## config.mk

```make
export PLATFORM = sky130hd
export DESIGN_NAME = copy_array_scheduler
export DESIGN_NICKNAME = d
export VERILOG_FILES = /design/src/rtl/copy_sched_pkg.sv /design/src/rtl/copy_rr_arb2.sv /design/src/rtl/copy_array_scheduler.sv
export SDC_FILE = /design/constraint.sdc
export NUM_CORES = 1
export LEC_CHECK = 0
export CORE_MARGIN = 8
export CORE_UTILIZATION = 36
export DETAILED_ROUTE_END_ITERATION = 12
export PLACE_DENSITY = 0.66
export RECOVER_POWER = 50
export SETUP_SLACK_MARGIN = 0.15
export SYNTH_ARGS = -nofsm -noshare
export SYNTH_HDL_FRONTEND = slang
export SYNTH_SLANG_ARGS = --single-unit
```

## constraint.sdc

```tcl
create_clock -name Clk -period 1.7 [get_ports Clk]
set_input_delay 0.425 -clock Clk [delete_from_list [all_inputs] [get_ports Clk]]
set_output_delay 0.425 -clock Clk [all_outputs]
set_load 0.03 [all_outputs]
```

## src/rtl/copy_sched_pkg.sv

```systemverilog
// Shared definitions for the copy-array scheduler and its bench.
// Holds the default array size and element width, the one-hot state codes,
// the copy mode codes, and the element-qualification helper that decides
// whether an element is copied under a given mode and pass.
package copy_sched_pkg;

  localparam int N_ELEM_DEF = 10;
  localparam int DW_DEF     = 4;

  typedef enum logic [2:0] {
    ST_INI  = 3'b001,
    ST_COPY = 3'b010,
    ST_DONE = 3'b100
  } state_t;

  localparam logic [1:0] MODE_ALL = 2'b00;  // copy every element
  localparam logic [1:0] MODE_NEG = 2'b01;  // negatives only
  localparam logic [1:0] MODE_POS = 2'b10;  // non-negatives only
  localparam logic [1:0] MODE_TWO = 2'b11;  // negatives, then non-negatives

  // True when an element with sign bit 'neg' is written under 'mode'.
  // In two-pass mode, pass 0 takes negatives and pass 1 non-negatives.
  function automatic logic qualifies(input logic [1:0] mode,
                                     input logic       pass,
                                     input logic       neg);
    logic q;
    case (mode)
      MODE_ALL: q = 1'b1;
      MODE_NEG: q = neg;
      MODE_POS: q = ~neg;
      default:  q = pass ? ~neg : neg;
    endcase
    return q;
  endfunction

endpackage

```

## src/rtl/copy_rr_arb2.sv

```systemverilog
// Two-requester round-robin arbiter.
// Ports:
//   Clk, Reset  clock and asynchronous active-low reset
//   req         request vector, bit k = requester k
//   advance     pulse when the current job is released
//   served      index of the requester whose job is being released
//   grant       combinational one-hot winner (00 when no request)
// The 1-bit pointer favours requester 0 after reset and, on every release,
// moves to favour the requester that was not just served.
module copy_rr_arb2 (
  input  logic       Clk,
  input  logic       Reset,
  input  logic [1:0] req,
  input  logic       advance,
  input  logic       served,
  output logic [1:0] grant
);

  logic ptr_q;

  always_ff @(posedge Clk or negedge Reset) begin
    if (!Reset) begin
      ptr_q <= 1'b0;
    end else if (advance) begin
      ptr_q <= ~served;
    end
  end

  always_comb begin
    grant = 2'b00;
    case (req)
      2'b01:   grant = 2'b01;
      2'b10:   grant = 2'b10;
      2'b11:   grant = ptr_q ? 2'b10 : 2'b01;
      default: grant = 2'b00;
    endcase
  end

endmodule

```

## src/rtl/copy_array_scheduler.sv

```systemverilog
// Copy engine shared by two requesters: copies selected elements of a source
// array M into a destination array N, one source element per clock.
// Ports:
//   Clk, Reset     clock and asynchronous active-low reset
//   Req            per-requester level request
//   Mode0, Mode1   copy mode of requester 0/1, latched at grant
//   Ack            per-requester completion acknowledge (only the owner's counts)
//   Ms_of_I        source data M[I], combinational from I
//   Grant          one-hot owner, 00 while idle
//   I, J           source read index / destination write index
//   Ns_of_J_Write  N[J] <= M[I] at this rising edge
//   Done           high in DONE
//   Count          elements written by the current job (equals J)
//   State          one-hot state code
// Handshake: a requester holds Req until it sees its Grant bit; the job then
// runs without further input and Done stays high until the owner pulses its
// Ack bit. Req seen outside INI is ignored; a Req still high after Ack is
// arbitrated again in INI.
module copy_array_scheduler
  import copy_sched_pkg::*;
#(
  parameter int N_ELEM = N_ELEM_DEF,
  parameter int DW     = DW_DEF
) (
  input  logic          Clk,
  input  logic          Reset,
  input  logic [1:0]    Req,
  input  logic [1:0]    Mode0,
  input  logic [1:0]    Mode1,
  input  logic [1:0]    Ack,
  input  logic [DW-1:0] Ms_of_I,
  output logic [1:0]    Grant,
  output logic [3:0]    I,
  output logic [3:0]    J,
  output logic          Ns_of_J_Write,
  output logic          Done,
  output logic [3:0]    Count,
  output logic [2:0]    State
);

  localparam logic [3:0] LAST_IDX = 4'(N_ELEM - 1);

  state_t     state_q, state_d;
  logic [1:0] grant_q;
  logic [1:0] mode_q;
  logic       pass_q;
  logic [3:0] i_q, j_q;

  logic [1:0] arb_grant;
  logic       ack_own;
  logic       last_idx;
  logic       end_job;
  logic       qual;
  logic       unused_data;

  // Only the sign bit decides whether an element is copied.
  assign unused_data = ^Ms_of_I;

  assign ack_own  = |(Ack & grant_q);
  assign last_idx = (i_q == LAST_IDX);
  // The final index ends the job unless it closes pass 0 of two-pass mode.
  assign end_job  = last_idx && !((mode_q == MODE_TWO) && !pass_q);
  assign qual     = qualifies(mode_q, pass_q, Ms_of_I[DW-1]);

  copy_rr_arb2 u_arb (
    .Clk     (Clk),
    .Reset   (Reset),
    .req     (Req),
    .advance ((state_q == ST_DONE) && ack_own),
    .served  (grant_q[1]),
    .grant   (arb_grant)
  );

  // State register.
  always_ff @(posedge Clk or negedge Reset) begin
    if (!Reset) begin
      state_q <= ST_INI;
    end else begin
      state_q <= state_d;
    end
  end

  // Next-state logic.
  always_comb begin
    state_d = state_q;
    case (state_q)
      ST_INI:  if (|Req)   state_d = ST_COPY;
      ST_COPY: if (end_job) state_d = ST_DONE;
      ST_DONE: if (ack_own) state_d = ST_INI;
      default: state_d = ST_INI;
    endcase
  end

  // Output logic.
  always_comb begin
    Ns_of_J_Write = 1'b0;
    Done          = 1'b0;
    case (state_q)
      ST_COPY: Ns_of_J_Write = qual;
      ST_DONE: Done          = 1'b1;
      default: ;
    endcase
  end

  // Job datapath: owner, latched mode, pass flag and the two indices.
  always_ff @(posedge Clk or negedge Reset) begin
    if (!Reset) begin
      grant_q <= 2'b00;
      mode_q  <= MODE_ALL;
      pass_q  <= 1'b0;
      i_q     <= 4'd0;
      j_q     <= 4'd0;
    end else begin
      case (state_q)
        ST_INI: begin
          if (|Req) begin
            grant_q <= arb_grant;
            mode_q  <= arb_grant[1] ? Mode1 : Mode0;
            pass_q  <= 1'b0;
            i_q     <= 4'd0;
            j_q     <= 4'd0;
          end
        end
        ST_COPY: begin
          if (Ns_of_J_Write) j_q <= j_q + 4'd1;
          if (!last_idx) begin
            i_q <= i_q + 4'd1;
          end else if (!end_job) begin
            // End of pass 0 in two-pass mode: rescan from the start.
            i_q    <= 4'd0;
            pass_q <= 1'b1;
          end
        end
        ST_DONE: begin
          if (ack_own) grant_q <= 2'b00;
        end
        default: ;
      endcase
    end
  end

  // Grant reads 00 outside COPY/DONE even though grant_q is cleared on Ack.
  assign Grant = (state_q == ST_INI) ? 2'b00 : grant_q;
  assign I     = i_q;
  assign J     = j_q;
  assign Count = j_q;
  assign State = state_q;

endmodule

```

======== Word level (Yosys, flattened, before mapping) ========
Index checks and enable logic that the tools add are counted.
cells by class
  add/subtract/negate cells ............... 2
  $mul .................................... 0
  div/mod/pow operators ................... 0
  $lt $le $gt $ge ......................... 0
  equal/unequal tests ..................... 17
  shifts and indexed selects .............. 0
  muxes and demuxes ....................... 25
  bitwise logic cells ..................... 3
  reductions and logical operators ........ 16
operators by type and width
  cell                   count
  $mux W4                4
  $pmux W4 S2            2
  $ne A2 B2 Y1 const B   6
  $reduce_and A3 Y1      4
  $mux W2                5
  $mux W3                3
  $pmux W3 S3            1
  $add A4 B1 Y4 const B  2
  $eq A2 B2 Y1 const B   4
  $mux W1                6
  $pmux W2 S3            1
  $eq A2 B1 Y1 const B   2
  $eq A4 B4 Y1 const B   1
  $pmux W2 S2            1
  $reduce_and A4 Y1      1
  $reduce_bool A2 Y1     2
  $reduce_or A2 Y1       2
  $eq A3 B1 Y1 const B   1
  $eq A3 B2 Y1 const B   1
  $eq A3 B3 Y1 const B   1
  $logic_and A1 B1 Y1    3
  $ne A3 B3 Y1 const B   1
  $pmux W1 S3            1
  $and A2 B2 Y2          1
  5 further kinds        7
word-level totals
  register bits after elaboration ......... 17
  latch bits .............................. 0
  bits in writable memories ............... 0
  memory bits (read-only) ................. 0
  output and inout port bits .............. 19
  memories ................................ 0

======== Longest topological paths before layout ========
  depth after elaboration ................. 7
  gate-level depth with buffers ........... 6

======== By module ========
A second synthesis with hierarchy kept.
second synthesis, totals
  cells, all modules ...................... 88
  area, all modules ....................... 927.1 µm²
modules (own cells, without submodules)
  module                instances  cells an instance  area each (µm²)  seq. area each (µm²)
  copy_array_scheduler  1          82                 874.6            401.6
  copy_rr_arb2          1          6                  52.6             25.0

======== Worst setup path after synthesis ========
OpenSTA, ideal clock, no wires.
  kind .................................... register -> register
  start point ............................. register state_q[2] (netlist: State[2])
  end point ............................... register grant_q[0]
  setup time .............................. 121 ps
  data arrival time ....................... 2,070 ps
  required time ........................... 1,579 ps
  slack ................................... -491 ps
  cell stages (with the launch flop) ...... 4
  period minus slack after synthesis ...... 2,191 ps
  path through ............................ dfrtp_1 -> nor3b_1 -> mux2i_1 -> a22o_1
on the way
  cells in the longest elaborated chain, start to end .. 3
  elaborated cells between the ends (all ways) .. 7
  those cells by class .................... eq/ne (4); mux (1); reduce/logical (2)
ends and longest elaborated chain
  element                                                              RTL line                     RTL
  start: declaration                                                   copy_array_scheduler.sv:43   state_t state_q, state_d;
  start signal: assignment                                             copy_array_scheduler.sv:79   state_q <= state_d;
  $eq A3 B1 Y1 / $eq A3 B3 Y1 (equally long branches)                  copy_array_scheduler.sv:114  case (state_q)
  $ne A2 B2 Y1 (no line) / $reduce_bool A2 Y1 (equally long branches)  --
  $reduce_and A3 Y1 (no line)                                          --
  end signal: assignment                                               copy_array_scheduler.sv:117  grant_q <= arb_grant;
  end: declaration                                                     copy_array_scheduler.sv:44   logic [1:0] grant_q;
Several ways; a longest one is shown, not always the timed one.
A chain may end at the register's enable or synchronous reset.

======== Final worst setup path ========
  start point ............................. register state_q[0] (netlist: State[0])
  end point ............................... output Ns_of_J_Write
on the way
  cells in the longest elaborated chain, start to end .. 2
ends and longest elaborated chain
  element           RTL line                    RTL
  $eq A3 B2 Y1      copy_array_scheduler.sv:98  case (state_q)
  $mux W1           copy_array_scheduler.sv:98
  end: declaration  copy_array_scheduler.sv:35  output logic Ns_of_J_Write,
No other way between the ends.

==> flow_summary.yaml <==
status:
  status: "finished with violations"
  violations: "negative setup slack"
routing:
  drtPass1Iterations: 4
  wire_per_inst_um: 14.7
  viasPerCell: 4.92
  ant_nets: 0
  first_iter_violations: 12
  vias: 911
  remaining_drc_errors: 0
  totalWireLength_um: 2710
sta:
  finalHoldViolations: 0
  worst_pin_slew_ps: 972
  maxSlewHeadroom_pct: 35.2
  whs_ps: 502
  final_max_slew_viol_count: 0
  fin_crit_sh_pct: 117
  fmax_mhz: 502
  setup_viol: 14
  setup_tns_ps: -2200
  layout_min_cycle_time_ps: 1990
  fin_skew_ps: 4.96
  layout_setup_ws_ps: -293
  rsz0062_at_grt: "yes"
die:
  start_util_pct: 36.4
  fp.dieH_um: 67.9
  die_w_um: 67.9
  rows: 19
  core_mm2: 0.00266
  die-area_mm2: 0.00461
  ioPinCount: 33
setup_path:
  startpoint: "State[0]"
  r2r_slack_ps: -200
  endpoint: "Ns_of_J_Write"
  crit_fanout: 2
  reg2reg_from: "State[0]"
  reg2reg_depth: 10
  worstPathRequired_ps: 1270
  cp_data_arrival_time_ps: 1570
  path_class: "flop to primary output"
  cp-end-kind: "primary output"
  worstSetupStartpointType: "flop"
  r2r_end: "I[3]"
place:
  dp.cells: 168
  port-buffer-count: 29
  place_hpwl_um: 1870
  dpl_cell_area_mm2: 0.00139
  gp_congestion: 0.738
logic_synthesis:
  yosys_warnings: 0
  synth_seq_cells: 17
  synth-main-ff-cell: "dfrtp_1"
  synthDistinctLibCells: 33
  syn_area_um2: 968
  yosys-top-cells-area: "dfrtp_1 41%, nand2_1 5.4%, a22o_1 4.5%, ha_1 3.9%, nor2b_1 3.9%"
  ys_seq_area_share_pct: 44.1
  synth_top_area_share_pct: 41.3
  async_flop_share_pct: 100
  synth_nets: 115
  synthCells: 98
  synth.most_common_cell: "dfrtp_1"
  syn_area_per_cell_um2: 9.88
  synth-edff-count: 0
  synth_top_area_cell: "dfrtp_1"
  synthTopCellsByCount: "16 x dfrtp_1, 14 x nand2_1, 6 x a21oi_1, 6 x nor2b_1"
run:
  maxCapViolations: 0
global_route:
  grt_usage_pct: 12.3
  antenna_found_initial: 0
  grt_max_degree: 18
  gr-total-overflow: 0
  grt_pass1_vias: 994
  grt_pass1_wl_um: 4360
layout:
  syn_to_final_growth_pct: 67.6
  drive_above_1_share_pct: 45.5
  nNetsFinal: 172
  antennaDiodeCount: 0
  instances_no_fill: 185
  utilization_pct: 60.9
  fill_cells: 232
  finalInstanceArea_mm2: 0.00162
clock_network:
  clk_pin_slew_ps: 110
  cts_hold_buf: 0
  clock-sinks: 17
  insertion_delay_ps: 290
  cts_root_buf: "clkbuf_4"
  h-tree-depth: 1
  clockBufferDepth: 2
  cts-buffers-inserted: 3
  cts_tree: "built"
hold_path:
  hp-class: "flop to flop"
power:
  p_per_area_mw_per_mm2: 417
  ir_drop_uv: 312
  p_leak_nw: 0.741
[state kept, by name (all words and copies together), names as in the netlist]
name / flops
Count: 4
I: 4
State: 3
grant_q: 2
mode_q: 2
pass_q: 1
u_arb.ptr_q: 1
[kinds of logic (layout without fill, tap and decap cells)]
kind of cell               after synthesis  count (layout)  share of synthesized area, %
DFF                                     17              17                          44.1
adders and majority gates                3               3                          3.88
AOI/OAI and AO/OA                       29              29                          22.2
buffers and inverters                    8              64                          4.65
muxes                                    4               4                          4.26
and+or+nand+nor                         37              37                          20.9
[layout by cell type, fill, tap and decap left out, drive strengths merged, types with 2 or more instances in the layout]
| master | n |
|---|---|
| clkdlybuf4s15 | 7 |
| nand2 | 14 |
| dlygate4sd2 | 3 |
| clkbuf | 8 |
| ha | 3 |
| dfrtp | 16 |
| and2 | 2 |
| nand3 | 2 |
| a21oi | 6 |
| nor3b | 3 |
| o21ai | 5 |
| a22o | 5 |
| clkdlybuf4s50 | 9 |
| a21o | 2 |
| a211o | 2 |
| o31ai | 2 |
| buf | 31 |
| nor2 | 3 |
| nor2b | 6 |
| inv | 4 |
| a31oi | 2 |
| mux2i | 3 |
[where the power goes]
group          internal, mW  leakage, nW  switching, mW  total, mW
clock network        0.0873       0.0177          0.135      0.222
registers             0.404        0.200              0      0.404
logic                0.0300        0.524         0.0210     0.0509
total                 0.522        0.741          0.156      0.677
[worst max-delay path: stages (launching register included)]
cell and delay, ps:
dfstp_2 390, buf_6 100, or3b_4 380, a221oi_4 230, buf_6 170
[area by class of cell]
cell class	instances	area, um2	share of cell area, %
flip-flops and latches	17	433	26.7
inverters	4	15.0	0.925
clock buffers	3	22.5	1.39
multi-input cells	73	603	37.2
clock inverters	1	5.00	0.308
repair buffers	56	505	31.1
well taps	31	38.8	2.39
[stage by stage]
stage / setup WS, ps / total power [mW]
3_3_place_gp: -275 / 0.464
6_report: -293 / 0.677
5_1_grt: -371 / 0.699
2_1_floorplan: -98.3 / 0.420
3_5_place_dp: -293 / 0.464
4_1_cts: -304 / 0.684
[worst min path at each step]
stage | from | endpoint | slack (ps) | cells past startpoint
final | Count[3] | Count[3] | 500 | 1
after global placement | Count[3] | Count[3] | 490 | 1
after floorplan | Reset | Count[0] | 130 | 0
after CTS | Reset | Count[2] | 450 | 2
after global routing | Count[3] | Count[3] | 530 | 1
after detailed placement | Count[3] | Count[3] | 500 | 1
[timing repair]
action / CTS / global route
setup buffers: 11 / 2
gates resized for setup: 56 / 21
pin swaps: 8 / 3
endpoints found under the setup margin: 29 / 29
[routing by layer]
metal / GRT usage [%] / share of wire [%] / wire [um] / vias up
met5: 0 / 0 / 0 / -
met2: 21.1 / 49 / 1320 / 19
li1: - / - / - / 463
met3: 2.45 / 3.8 / 104 / 2
met4: 4.60 / 0.70 / 19 / 0
met1: 15.0 / 47 / 1270 / 427
Power figures use the tool's default switching activity.
